$ cat config.mk
export PLATFORM = sky130hd
export DESIGN_NAME = l2_miss_request_port
export DESIGN_NICKNAME = d
export VERILOG_FILES = /design/src/rtl/l2_miss_request_port.sv
export SDC_FILE = /design/constraint.sdc
export NUM_CORES = 1
export LEC_CHECK = 0
export CORE_AREA = 10 10 429 431
export CTS_CLUSTER_SIZE = 16
export DETAILED_ROUTE_END_ITERATION = 10
export DIE_AREA = 0 0 439 441
export GPL_ROUTABILITY_DRIVEN = 0
export PLACE_DENSITY = 0.44
export SLEW_MARGIN = 20
export SYNTH_ARGS = -nofsm -noshare
export SYNTH_HDL_FRONTEND = slang
export SYNTH_SLANG_ARGS = --single-unit
$ cat constraint.sdc
create_clock -name clk -period 8.4 [get_ports clk]
set_input_delay 1.26 -clock clk [delete_from_list [all_inputs] [get_ports clk]]
set_output_delay 1.26 -clock clk [all_outputs]
set_load 0.02 [all_outputs]
$ cat src/rtl/l2_miss_request_port.sv
// Buffers L1 load-miss requests in a FIFO toward L2 (ack-to-issue >= 1 cycle) and returns tagged fills one cycle after arrival.
// Head fields hold stable under l2_request_ready backpressure; responses are never backpressured, bad tags only raise protocol_error.
module l2_miss_request_port #(
  parameter int NUM_ENTRIES = 4,
  parameter int ADDR_WIDTH  = 32,
  parameter int LINE_WIDTH  = 512,
  parameter int FIFO_DEPTH  = 4,
  parameter int IDX_W       = $clog2(NUM_ENTRIES)
) (
  input  logic                   clk,
  input  logic                   reset,
  input  logic                   miss_ready,
  output logic                   miss_ack,
  input  logic [ADDR_WIDTH-1:0]  miss_addr,
  input  logic [IDX_W-1:0]       miss_idx,
  input  logic                   miss_synchronized,
  output logic                   l2_request_valid,
  input  logic                   l2_request_ready,
  output logic [ADDR_WIDTH-1:0]  l2_request_addr,
  output logic [IDX_W-1:0]       l2_request_id,
  output logic                   l2_request_synchronized,
  input  logic                   l2_rsp_valid,
  input  logic [IDX_W-1:0]       l2_rsp_id,
  input  logic [LINE_WIDTH-1:0]  l2_rsp_data,
  input  logic                   l2_rsp_status,
  output logic                   l2_response_valid,
  output logic [IDX_W-1:0]       l2_response_idx,
  output logic [LINE_WIDTH-1:0]  l2_response_data,
  output logic                   l2_response_status,
  output logic [NUM_ENTRIES-1:0] outstanding,
  output logic                   protocol_error
);
  localparam int PTR_W = $clog2(FIFO_DEPTH);
  localparam int CNT_W = $clog2(FIFO_DEPTH + 1);

  typedef struct packed {
    logic [ADDR_WIDTH-1:0] addr;
    logic [IDX_W-1:0]      idx;
    logic                  sync;
  } req_t;

  req_t                   mem [FIFO_DEPTH];
  req_t                   head_req;
  logic [PTR_W-1:0]       head;
  logic [PTR_W-1:0]       tail;
  logic [CNT_W-1:0]       count;
  logic                   full;
  logic                   push;
  logic                   pop;
  logic                   dup;
  logic                   rsp_hit;
  logic                   rsp_bad;
  logic [NUM_ENTRIES-1:0] set_mask;
  logic [NUM_ENTRIES-1:0] clr_mask;

  // Full uses the registered count only: a same-cycle pop never makes room for a push.
  assign full     = (count == CNT_W'(FIFO_DEPTH));
  assign dup      = miss_ready && outstanding[miss_idx];
  assign miss_ack = miss_ready && !full && !outstanding[miss_idx];
  assign push     = miss_ack;

  assign l2_request_valid        = (count != '0);
  assign pop                     = l2_request_valid && l2_request_ready;
  assign head_req                = l2_request_valid ? mem[head] : '0;
  assign l2_request_addr         = head_req.addr;
  assign l2_request_id           = head_req.idx;
  assign l2_request_synchronized = head_req.sync;

  assign rsp_hit  = l2_rsp_valid && outstanding[l2_rsp_id];
  assign rsp_bad  = l2_rsp_valid && !outstanding[l2_rsp_id];
  assign set_mask = push    ? (NUM_ENTRIES'(1) << miss_idx)  : '0;
  assign clr_mask = rsp_hit ? (NUM_ENTRIES'(1) << l2_rsp_id) : '0;

  always_ff @(posedge clk) begin
    if (push) begin
      mem[tail] <= {miss_addr, miss_idx, miss_synchronized};
    end
  end

  always_ff @(posedge clk) begin
    if (reset) begin
      head  <= '0;
      tail  <= '0;
      count <= '0;
    end else begin
      if (push) tail <= tail + PTR_W'(1);
      if (pop)  head <= head + PTR_W'(1);
      case ({push, pop})
        2'b10:   count <= count + CNT_W'(1);
        2'b01:   count <= count - CNT_W'(1);
        default: count <= count;
      endcase
    end
  end

  always_ff @(posedge clk) begin
    if (reset) begin
      outstanding    <= '0;
      protocol_error <= 1'b0;
    end else begin
      outstanding <= (outstanding & ~clr_mask) | set_mask;
      if (dup || rsp_bad) protocol_error <= 1'b1;
    end
  end

  always_ff @(posedge clk) begin
    if (reset) begin
      l2_response_valid  <= 1'b0;
      l2_response_idx    <= '0;
      l2_response_data   <= '0;
      l2_response_status <= 1'b0;
    end else begin
      l2_response_valid <= rsp_hit;
      if (rsp_hit) begin
        l2_response_idx    <= l2_rsp_id;
        l2_response_data   <= l2_rsp_data;
        l2_response_status <= l2_rsp_status;
      end
    end
  end

endmodule

## Word-level counts from Yosys, hierarchy flattened

Memory sizes are Yosys's and may differ from the RTL's. A register that Yosys moved wholly into a read port is not among the register bits.
Cells that the tools add are included.

- Bits in registers: 528
- Latch bits: 0
- Bits in writable memories: 140
- Bits in read-only memories: 0
- Input bits: 555
- Output and inout port bits: 558
- Word-level logic and storage cells: 48
- Memories: 1

Memory list:

| memory | words | bits a word | rd ports | clocked after Yosys merged registers in | wr ports | line | source |
|---|---|---|---|---|---|---|---|
| mem | 4 | 35 | 1 | 1 | 1 | 42 | `req_t mem [FIFO_DEPTH];` |

- Add/sub/neg operators: 4
- Multiply operators: 0
- Divide/modulo/power cells: 0
- Order comparisons: 2
- Equal/unequal tests: 3
- Shift operators: 2
- Multiplexer cells: 12
- Bitwise gates (word level): 3
- Reductions and logical operators: 12

Operators by type and width:

| cell | count |
|---|---|
| 35-bit two-way mux | 1 |
| 4-bit two-way mux | 2 |
| 1-bit by 2-bit left shift with 4-bit output (first input constant) | 2 |
| 1-bit logical AND | 6 |
| 2-bit by 3-bit < comparator with 1-bit output (second input constant) | 2 |
| 3-bit one-hot mux with 2 select lines | 1 |
| 2-bit by 1-bit adder with 2-bit output (second input constant) | 2 |
| 4-bit bitwise AND | 1 |
| 1-bit binary-select mux with 2-bit select | 2 |
| 1-bit two-way mux | 4 |
| 2-bit two-way mux | 2 |
| 4-bit inverter | 1 |
| 4-bit OR | 1 |
| 3-bit by 1-bit adder with 3-bit output (second input constant) | 1 |
| 3-bit equality test (second input constant) | 1 |
| 1-bit zero test | 3 |
| 3-bit nonzero test | 1 |
| 3-bit by 1-bit subtractor with 3-bit output (second input constant) | 1 |
| 2-bit by 1-bit equality test with 1-bit output (second input constant) | 1 |
| 2-bit equality test (second input constant) | 1 |
| 2-bit nonzero test | 1 |
| 1-bit logical OR | 1 |

## Depth between registers and ports, before layout

Gate-level depths: netlist (run 1).

- Word-level depth: 7
- Mapped depth: 9
- Gate-level depth less buffers: 8

## Least setup slack after synthesis (run 1)

No wires, ideal clock.

- Kind: input-to-reg
- From: in miss_idx[0]
- To: mem mem[0][0] (netlist bit), enable pin
- Arrival time: 3.275 ns
- Path slack: 4.730 ns
- Stages on the path: 5
- Buffers on the path: 1
- Cells stage by stage: mux4_2 -> or3b_1 -> buf_2 -> clkinv_2 -> and2_1

- Word-level cells in the longest chain between the ends: 6

RTL lines:

| what | line | source |
|---|---|---|
| start: declaration | 15 | `input logic [IDX_W-1:0] miss_idx,` |
| 1-bit binary-select mux with 2-bit select | 59 | `assign miss_ack = miss_ready && !full && !outstanding[miss_idx];` |
| 1-bit two-way mux (implied by the code) | 59 |  |
| 1-bit zero test | 59 |  |
| 1-bit logical AND | 59 |  |
| net miss_ack | 13 | `output logic miss_ack,` |
| 1-bit two-way mux | 75 | `if (push) begin` |
| 1-bit two-way mux (implied by the code) | 76 | `mem[tail] <= {miss_addr, miss_idx, miss_synchronized};` |
| end: declaration | 42 |  |

The timed path passes the listed nets, and every way through them passes these cells. The select of a mux whose other input is x is not followed.

## Worst setup path in the final report (run 1)

- From: in miss_idx[0]
- To: out miss_ack

- Word-level cells in the longest chain between the ends: 4

RTL lines:

| what | line |
|---|---|
| 1-bit binary-select mux with 2-bit select | 59 |
| 1-bit two-way mux (implied by the code) | 59 |
| 1-bit zero test | 59 |
| 1-bit logical AND | 59 |
| end: declaration | 13 |

Every way passes these cells. The select of a mux whose other input is x is not followed.

==> flow_results.xml, run 1 <==
<?xml version="1.0" encoding="UTF-8"?>
<metrics>
  <group name="clocking">
    <metric name="clkLatencyLatePin" unit="ns">0.73</metric>
    <metric name="post_cts.repair.setup_buffers" unit="">0</metric>
    <metric name="clk_pin_slew_worst_paths" unit="ns">0.06</metric>
    <metric name="clock_tree.buffer_depth" unit="">3</metric>
    <metric name="cts.repair.resized" unit="">0</metric>
    <metric name="ctsRootBufferMaster" unit="">clkbuf_16</metric>
    <metric name="h-tree-depth" unit="">3</metric>
    <metric name="cts_hold_repair.buffers" unit="">0</metric>
    <metric name="tritoncts" unit="">yes</metric>
    <metric name="cts_buffers" unit="">90</metric>
    <metric name="clock_sinks" unit="">670</metric>
  </group>
  <group name="worst_hold_path">
    <metric name="worst_hold_path.num_cells" unit="">2</metric>
    <metric name="hold_path_class" unit="">reg -&gt; reg</metric>
  </group>
  <group name="finish">
    <metric name="post-route-cell-area" unit="mm2">0.0440</metric>
    <metric name="seqCellArea" unit="mm2">0.0148</metric>
    <metric name="net_total_in_the_final_layout" unit="">4140</metric>
    <metric name="final_cell_mix" unit="">1110 x clkdlybuf4s50_1, 528 x dfxtp_1, 519 x a21oi_1</metric>
    <metric name="core_occupancy_in_the_finished_layout" unit="">0.251</metric>
    <metric name="layout-drive-gt1-share" unit="">0.175</metric>
    <metric name="layout.filler_cells" unit="">18800</metric>
    <metric name="layout_commonest_cell" unit="">clkdlybuf4s50_1</metric>
    <metric name="layoutNonFillerInstCount" unit="">6000</metric>
    <metric name="multiInputGateArea" unit="mm2">0.0118</metric>
    <metric name="area_delta_synth_final" unit="%">55.7</metric>
  </group>
  <group name="sta">
    <metric name="fin_tns_setup" unit="ns">0</metric>
    <metric name="fin_worst_skew" unit="ns">0.0534</metric>
    <metric name="setup_viol" unit="">0</metric>
    <metric name="setup_repair_after_global_routing_missed_its_margin" unit="">false</metric>
    <metric name="final.setup.worst_slack" unit="ns">3.34</metric>
    <metric name="worst_pin_slew" unit="ns">1.09</metric>
    <metric name="timing.fmax" unit="MHz">198</metric>
    <metric name="finalCritPeriodShare" unit="">0.602</metric>
    <metric name="slew-limit-headroom" unit="">0.272</metric>
    <metric name="hold_violations" unit="">0</metric>
    <metric name="fin_crit" unit="ns">5.06</metric>
    <metric name="final_max_slew_viol_count" unit="">0</metric>
    <metric name="hold-worst-slack" unit="ns">0.515</metric>
  </group>
  <group name="worst_setup_path">
    <metric name="worstPathRequired" unit="ns">7.14</metric>
    <metric name="rr_worst_depth" unit="">5</metric>
    <metric name="cpMaxStageDelayCell" unit="">clkdlybuf4s50_1</metric>
    <metric name="end_kind" unit="">primary output</metric>
    <metric name="startpoint_type" unit="">primary input</metric>
    <metric name="cpPeakStageDelay" unit="ns">0.68</metric>
    <metric name="critPathMaxFanout" unit="">9</metric>
    <metric name="worst-setup-path-type" unit="">in -&gt; out</metric>
    <metric name="arrival_time_of_the_worst_setup_path" unit="ns">3.80</metric>
    <metric name="worst_path_most_repeated_cell" unit="">clkdlybuf4s50_1</metric>
    <metric name="path_cells" unit="">clkdlybuf4s50_1, mux4_2, or3b_1, clkinv_2, clkdlybuf4s50_1</metric>
  </group>
  <group name="die">
    <metric name="rows" unit="">154</metric>
    <metric name="die_area" unit="mm2">0.194</metric>
    <metric name="dieWidth" unit="um">439</metric>
    <metric name="io-pin-count" unit="">1113</metric>
    <metric name="start_util" unit="">0.161</metric>
    <metric name="die_h" unit="um">441</metric>
    <metric name="core_area" unit="mm2">0.175</metric>
  </group>
  <group name="placement">
    <metric name="dpl.hpwl" unit="mm">105</metric>
    <metric name="port_buffers" unit="">1112</metric>
    <metric name="dp_cells" unit="">5827</metric>
    <metric name="place_worst_setup_slack" unit="ns">3.33</metric>
    <metric name="instance_area_at_placement" unit="mm2">0.0410</metric>
  </group>
  <group name="drt">
    <metric name="detail_route.drc_violations" unit="">0</metric>
    <metric name="avgRoutedWirePerCell" unit="um">23.5</metric>
    <metric name="viasPerCell" unit="">4.01</metric>
    <metric name="detailedRoute.firstIterationViolations" unit="">1503</metric>
    <metric name="dr.pass1.iters" unit="">6</metric>
    <metric name="drt-total-wl" unit="mm">141</metric>
    <metric name="antenna_left" unit="">0</metric>
    <metric name="routed-via-count" unit="">24100</metric>
  </group>
  <group name="synthesis">
    <metric name="async_flop_share" unit="">0</metric>
    <metric name="synth_area" unit="mm2">0.0282</metric>
    <metric name="seq_area_frac_synth" unit="">0.525</metric>
    <metric name="synth_area_leaders" unit="">dfxtp_1 38%, a21bo_2 15%, edfxtp_1 15%</metric>
    <metric name="synth.ff_latch_count" unit="">670</metric>
    <metric name="yosys_most_used_dff" unit="">dfxtp_1</metric>
    <metric name="post-synth-top-area-fraction" unit="">0.376</metric>
    <metric name="yosys.area.top_type" unit="">dfxtp_1</metric>
    <metric name="synth-edff-count" unit="">140</metric>
    <metric name="synthesized_area_per_cell" unit="um2">10.7</metric>
    <metric name="syn-instance-count" unit="">2651</metric>
    <metric name="synthDistinctLibCells" unit="">34</metric>
    <metric name="yosysWarningCount" unit="">0</metric>
    <metric name="synth_nets" unit="">3212</metric>
  </group>
  <group name="grt">
    <metric name="grt-ovfl-total" unit="">0</metric>
    <metric name="vias_in_the_first_global_route" unit="">23500</metric>
    <metric name="grt_util_all_layers" unit="">0.136</metric>
    <metric name="grt_max_degree" unit="">204</metric>
    <metric name="antenna_violations_before_repair" unit="">62</metric>
    <metric name="grt_first_pass_wirelength" unit="mm">191</metric>
  </group>
  <group name="outcome">
    <metric name="run_status" unit="">finished clean</metric>
  </group>
  <group name="power_and_ir_drop">
    <metric name="p_total" unit="mW">9.38</metric>
    <metric name="ir_worst_vdd" unit="mV">0.154</metric>
    <metric name="leakage" unit="nW">14.6</metric>
    <metric name="pwr_cell_area" unit="mW/mm2">213</metric>
  </group>
  <group name="run">
    <metric name="max_cap_violations" unit="">0</metric>
  </group>
</metrics>
cell type report:
class,count,area share
Sequential cell,670,0.337
Inverter,9,0.000797
Clock buffer,125,0.0565
Multi-Input combinational cell,1671,0.267
Tap cell,2340,0.0666
Clock inverter,39,0.0103
Antenna cell,9,0.000512
Timing Repair Buffer,1137,0.261
synthesized netlist by cell type (2+ instances only):
master and count:
xor2_1 4, nand3_1 515, buf_6 58, o21ai_0 5
ha_1 5, buf_1 56, inv_1 8, buf_4 5
a21oi_1 519, buf_2 55, nor2_1 9, and2_1 4
nand2_1 2, nor2b_1 35, clkbuf_1 127, a21bo_1 82
edfxtp_1 140, mux4_2 37, dfxtp_1 530, a21bo_2 433
or3_1 2, or3b_2 2, o22ai_1 4, nand2b_1 4
kinds of logic after synthesis:
family,Yosys count,synth area share
compound gates,1045,0.277
flops,670,0.525
simple gates,577,0.104
buf+inv,310,0.0598
mux,39,0.0303
fa+ha+maj,6,0.00292
xor+xnor,4,0.00124
sequential cells by signal, summed over array words and instances (netlist names), named ones only:
signal / count
head: 2
l2_response_data: 512
l2_response_idx: 2
mem: 140
outstanding: 4
tail: 2
protocol_error: 1
l2_response_valid: 1
count: 3
l2_response_status: 1
routing by layer:
layer  track usage  vias to the layer above  routed length, um
met5             0                        -                228
met4        0.0389                       36               3020
li1              -                    11500                  -
met2         0.248                      690              73800
met1         0.150                    11600              53600
met3        0.0449                      209              10100
path summary, 6_finish.rpt:
check                                            to  slack (ns)                       from
setup / recovery                           miss_ack        3.34                miss_idx[0]
hold / removal                 tail[1]$_SDFFE_PP0P_        0.51       tail[1]$_SDFFE_PP0P_
setup reg to reg  l2_response_data[38]$_SDFFE_PP0P_        5.41  outstanding[2]$_SDFF_PP0_
hold reg to reg                tail[1]$_SDFFE_PP0P_        0.51       tail[1]$_SDFFE_PP0P_
critical path, delay by kind of cell:
family,cells,cell delay (ns)
buffers and inverters,3,1.46
multiplexers,1,0.56
AND/OR/NAND/NOR,1,0.51
report_power, final:
| part | internal, mW | leakage [nW] | total (mW) | switching, mW |
|---|---|---|---|---|
| Combinational | 0.892 | 7.63 | 1.97 | 1.08 |
| Sequential | 3.46 | 5.57 | 3.56 | 0.102 |
| Clock | 2.24 | 1.44 | 3.86 | 1.61 |
No activity file was read; power rests on OpenSTA's default activity.
==> run 2, diff against run 1 <==
CORE_AREA = 10 10 430 432   (was 10 10 429 431)
DIE_AREA = 0 0 440 442   (was 0 0 439 441)
clock period = 5.3 ns   (was 8.4 ns; I/O delays follow)
==> run 2 against run 1 <==
Compared with the run above:
- non-clock buffer count up 33
- clock power up 65%
- cell count up 0.87%
- critical endpoint unchanged
- largest power group unchanged
==> flow_results.xml, run 2 (synthesis results as in run 1) <==
<?xml version="1.0" encoding="UTF-8"?>
<metrics>
  <group name="drt">
    <metric name="dr.pass1.iters" unit="">5</metric>
    <metric name="routed-via-count" unit="">24500</metric>
    <metric name="viasPerCell" unit="">4.05</metric>
    <metric name="detail_route.drc_violations" unit="">0</metric>
    <metric name="detailedRoute.firstIterationViolations" unit="">1453</metric>
    <metric name="drt-total-wl" unit="mm">141</metric>
    <metric name="avgRoutedWirePerCell" unit="um">23.4</metric>
    <metric name="antenna_left" unit="">0</metric>
  </group>
  <group name="power_and_ir_drop">
    <metric name="ir_worst_vdd" unit="mV">0.271</metric>
    <metric name="p_total" unit="mW">15.2</metric>
    <metric name="pwr_cell_area" unit="mW/mm2">341</metric>
    <metric name="switching_share" unit="">0.295</metric>
    <metric name="clkPwrFrac" unit="">0.419</metric>
    <metric name="comb_power_share" unit="">0.212</metric>
    <metric name="leakage" unit="nW">14.9</metric>
    <metric name="seqPwrFrac" unit="">0.369</metric>
    <metric name="net-switching-power" unit="mW">4.46</metric>
    <metric name="intPower" unit="mW">10.7</metric>
  </group>
  <group name="die">
    <metric name="start_util" unit="">0.161</metric>
    <metric name="core_area" unit="mm2">0.176</metric>
    <metric name="dieWidth" unit="um">440</metric>
    <metric name="rows" unit="">154</metric>
    <metric name="die_area" unit="mm2">0.194</metric>
    <metric name="io-pin-count" unit="">1113</metric>
    <metric name="die_h" unit="um">442</metric>
  </group>
  <group name="sta">
    <metric name="final_max_slew_viol_count" unit="">0</metric>
    <metric name="worst_pin_slew" unit="ns">1.07</metric>
    <metric name="fin_worst_skew" unit="ns">0.0236</metric>
    <metric name="setup_repair_after_global_routing_missed_its_margin" unit="">false</metric>
    <metric name="finalCritPeriodShare" unit="">0.800</metric>
    <metric name="fin_crit" unit="ns">4.24</metric>
    <metric name="fin_tns_setup" unit="ns">0</metric>
    <metric name="slew-limit-headroom" unit="">0.289</metric>
    <metric name="hold_violations" unit="">0</metric>
    <metric name="timing.fmax" unit="MHz">236</metric>
    <metric name="setup_viol" unit="">0</metric>
  </group>
  <group name="worst_setup_path">
    <metric name="worst_path_most_repeated_cell" unit="">clkdlybuf4s50_1</metric>
    <metric name="worst-setup-path-type" unit="">in -&gt; out</metric>
    <metric name="cpPeakStageDelay" unit="ns">0.70</metric>
    <metric name="path_cells" unit="">clkdlybuf4s50_1, mux4_2, or3b_1, clkinv_2, clkdlybuf4s50_1</metric>
    <metric name="cpMaxStageDelayCell" unit="">clkdlybuf4s50_1</metric>
    <metric name="timing.rr.start" unit="">outstanding[3]$_SDFF_PP0_</metric>
    <metric name="startpoint_type" unit="">primary input</metric>
    <metric name="worstPathRequired" unit="ns">4.51</metric>
    <metric name="cp_num_buf_inv" unit="">3</metric>
    <metric name="timing.critical_path.max_delay_family" unit="">buffers and inverters</metric>
    <metric name="end_kind" unit="">primary output</metric>
    <metric name="critPathMaxFanout" unit="">9</metric>
    <metric name="arrival_time_of_the_worst_setup_path" unit="ns">3.45</metric>
    <metric name="r2r_end" unit="">mem[0][30]$_DFFE_PP_</metric>
    <metric name="r2r_slack" unit="ns">2.48</metric>
    <metric name="rr_worst_depth" unit="">5</metric>
    <metric name="worstSetupStartpoint" unit="">miss_idx[0]</metric>
  </group>
  <group name="finish">
    <metric name="largest_registers" unit="">l2_response_data (512), mem (140), outstanding (4)</metric>
    <metric name="net_total_in_the_final_layout" unit="">4172</metric>
    <metric name="regMostFlops" unit="">l2_response_data</metric>
    <metric name="layout-drive-gt1-share" unit="">0.185</metric>
    <metric name="layout_commonest_cell" unit="">clkdlybuf4s50_1</metric>
    <metric name="largest_reg_flops" unit="">512</metric>
    <metric name="area_delta_synth_final" unit="%">57.4</metric>
    <metric name="final_cell_mix" unit="">1110 x clkdlybuf4s50_1, 528 x dfxtp_1, 519 x a21oi_1</metric>
  </group>
  <group name="placement">
    <metric name="port_buffers" unit="">1112</metric>
    <metric name="dpl.hpwl" unit="mm">107</metric>
  </group>
  <group name="worst_hold_path">
    <metric name="worst_hold_path.endpoint" unit="">tail[1]$_SDFFE_PP0P_</metric>
    <metric name="worst_hold_path.num_cells" unit="">2</metric>
    <metric name="holdCritStartpoint" unit="">tail[1]$_SDFFE_PP0P_</metric>
    <metric name="hold_path_class" unit="">reg -&gt; reg</metric>
  </group>
  <group name="grt">
    <metric name="grt_max_degree" unit="">183</metric>
    <metric name="grt-ovfl-total" unit="">0</metric>
    <metric name="grt_first_pass_wirelength" unit="mm">193</metric>
    <metric name="vias_in_the_first_global_route" unit="">23800</metric>
    <metric name="antenna_violations_before_repair" unit="">62</metric>
    <metric name="grt_util_all_layers" unit="">0.137</metric>
  </group>
  <group name="clocking">
    <metric name="ctsRootBufferMaster" unit="">clkbuf_16</metric>
    <metric name="clk_pin_slew_worst_paths" unit="ns">0.06</metric>
    <metric name="post_cts.repair.setup_buffers" unit="">0</metric>
    <metric name="clock_sinks" unit="">670</metric>
    <metric name="cts_buffers" unit="">89</metric>
    <metric name="h-tree-depth" unit="">3</metric>
    <metric name="cts.repair.resized" unit="">0</metric>
    <metric name="tritoncts" unit="">yes</metric>
    <metric name="cts_hold_repair.buffers" unit="">0</metric>
    <metric name="clkLatencyLatePin" unit="ns">0.70</metric>
    <metric name="clock_tree.buffer_depth" unit="">3</metric>
  </group>
  <group name="outcome">
    <metric name="run_status" unit="">finished clean</metric>
  </group>
  <group name="run">
    <metric name="max_cap_violations" unit="">0</metric>
  </group>
</metrics>
## run 2: cell type report
type                            instances  area (um2)
Sequential cell                       670       14800
Inverter                                9        35.0
Timing Repair Buffer                 1170       11800
Tap cell                             2340        2930
Clock buffer                          136        2680
Antenna cell                           27        67.6
Clock inverter                         29         393
Fill cell                           18900      131000
Multi-Input combinational cell       1671       11800
## run 2: per-layer routing
| layer | share of wire | up-vias | global-route usage |
|---|---|---|---|
| met1 | 0.37 | 11900 | 0.148 |
| met5 | 0.0015 | - | 0 |
| met3 | 0.082 | 246 | 0.0499 |
| met2 | 0.51 | 771 | 0.237 |
| met4 | 0.039 | 32 | 0.0642 |
| li1 | - | 11600 | - |
## run 2: power groups by stage
stage	registers (mW)	logic, mW	clock network [mW]
final	5.60	3.21	6.35
after CTS	5.60	3.30	6.62
after global routing	5.63	3.41	6.81
after global placement	5.70	3.28	0
after detailed placement	5.71	3.28	0
after floorplan	5.83	1.51	0
## run 2: worst max-delay path by stage
stage                          endpoint  cells past startpoint
floorplan           mem[0][0]$_DFFE_PP_                      5
CTS                            miss_ack                      5
global placement               miss_ack                      5
global route                   miss_ack                      5
finish                         miss_ack                      5
detailed placement             miss_ack                      5
## run 2: through the flow
stage	utilization	worst slack, ns	area [um2]	instances	hold slack [ns]
floorplan	-	2.09	28200	2651	0.482
global placement	0.235	1.09	41300	5860	0.503
detailed placement	0.235	1.06	41300	5860	0.514
CTS	0.253	1.05	44400	6025	0.527
global route	0.253	0.972	44400	6047	0.560
finish	0.253	1.06	44500	6052	0.525
## run 2: worst min-delay path: cells and delay by family (launching register included)
| kind | cells | cell delay, ns |
|---|---|---|
| flops | 1 | 0.34 |
| mux | 1 | 0.06 |
| simple gates | 1 | 0.08 |
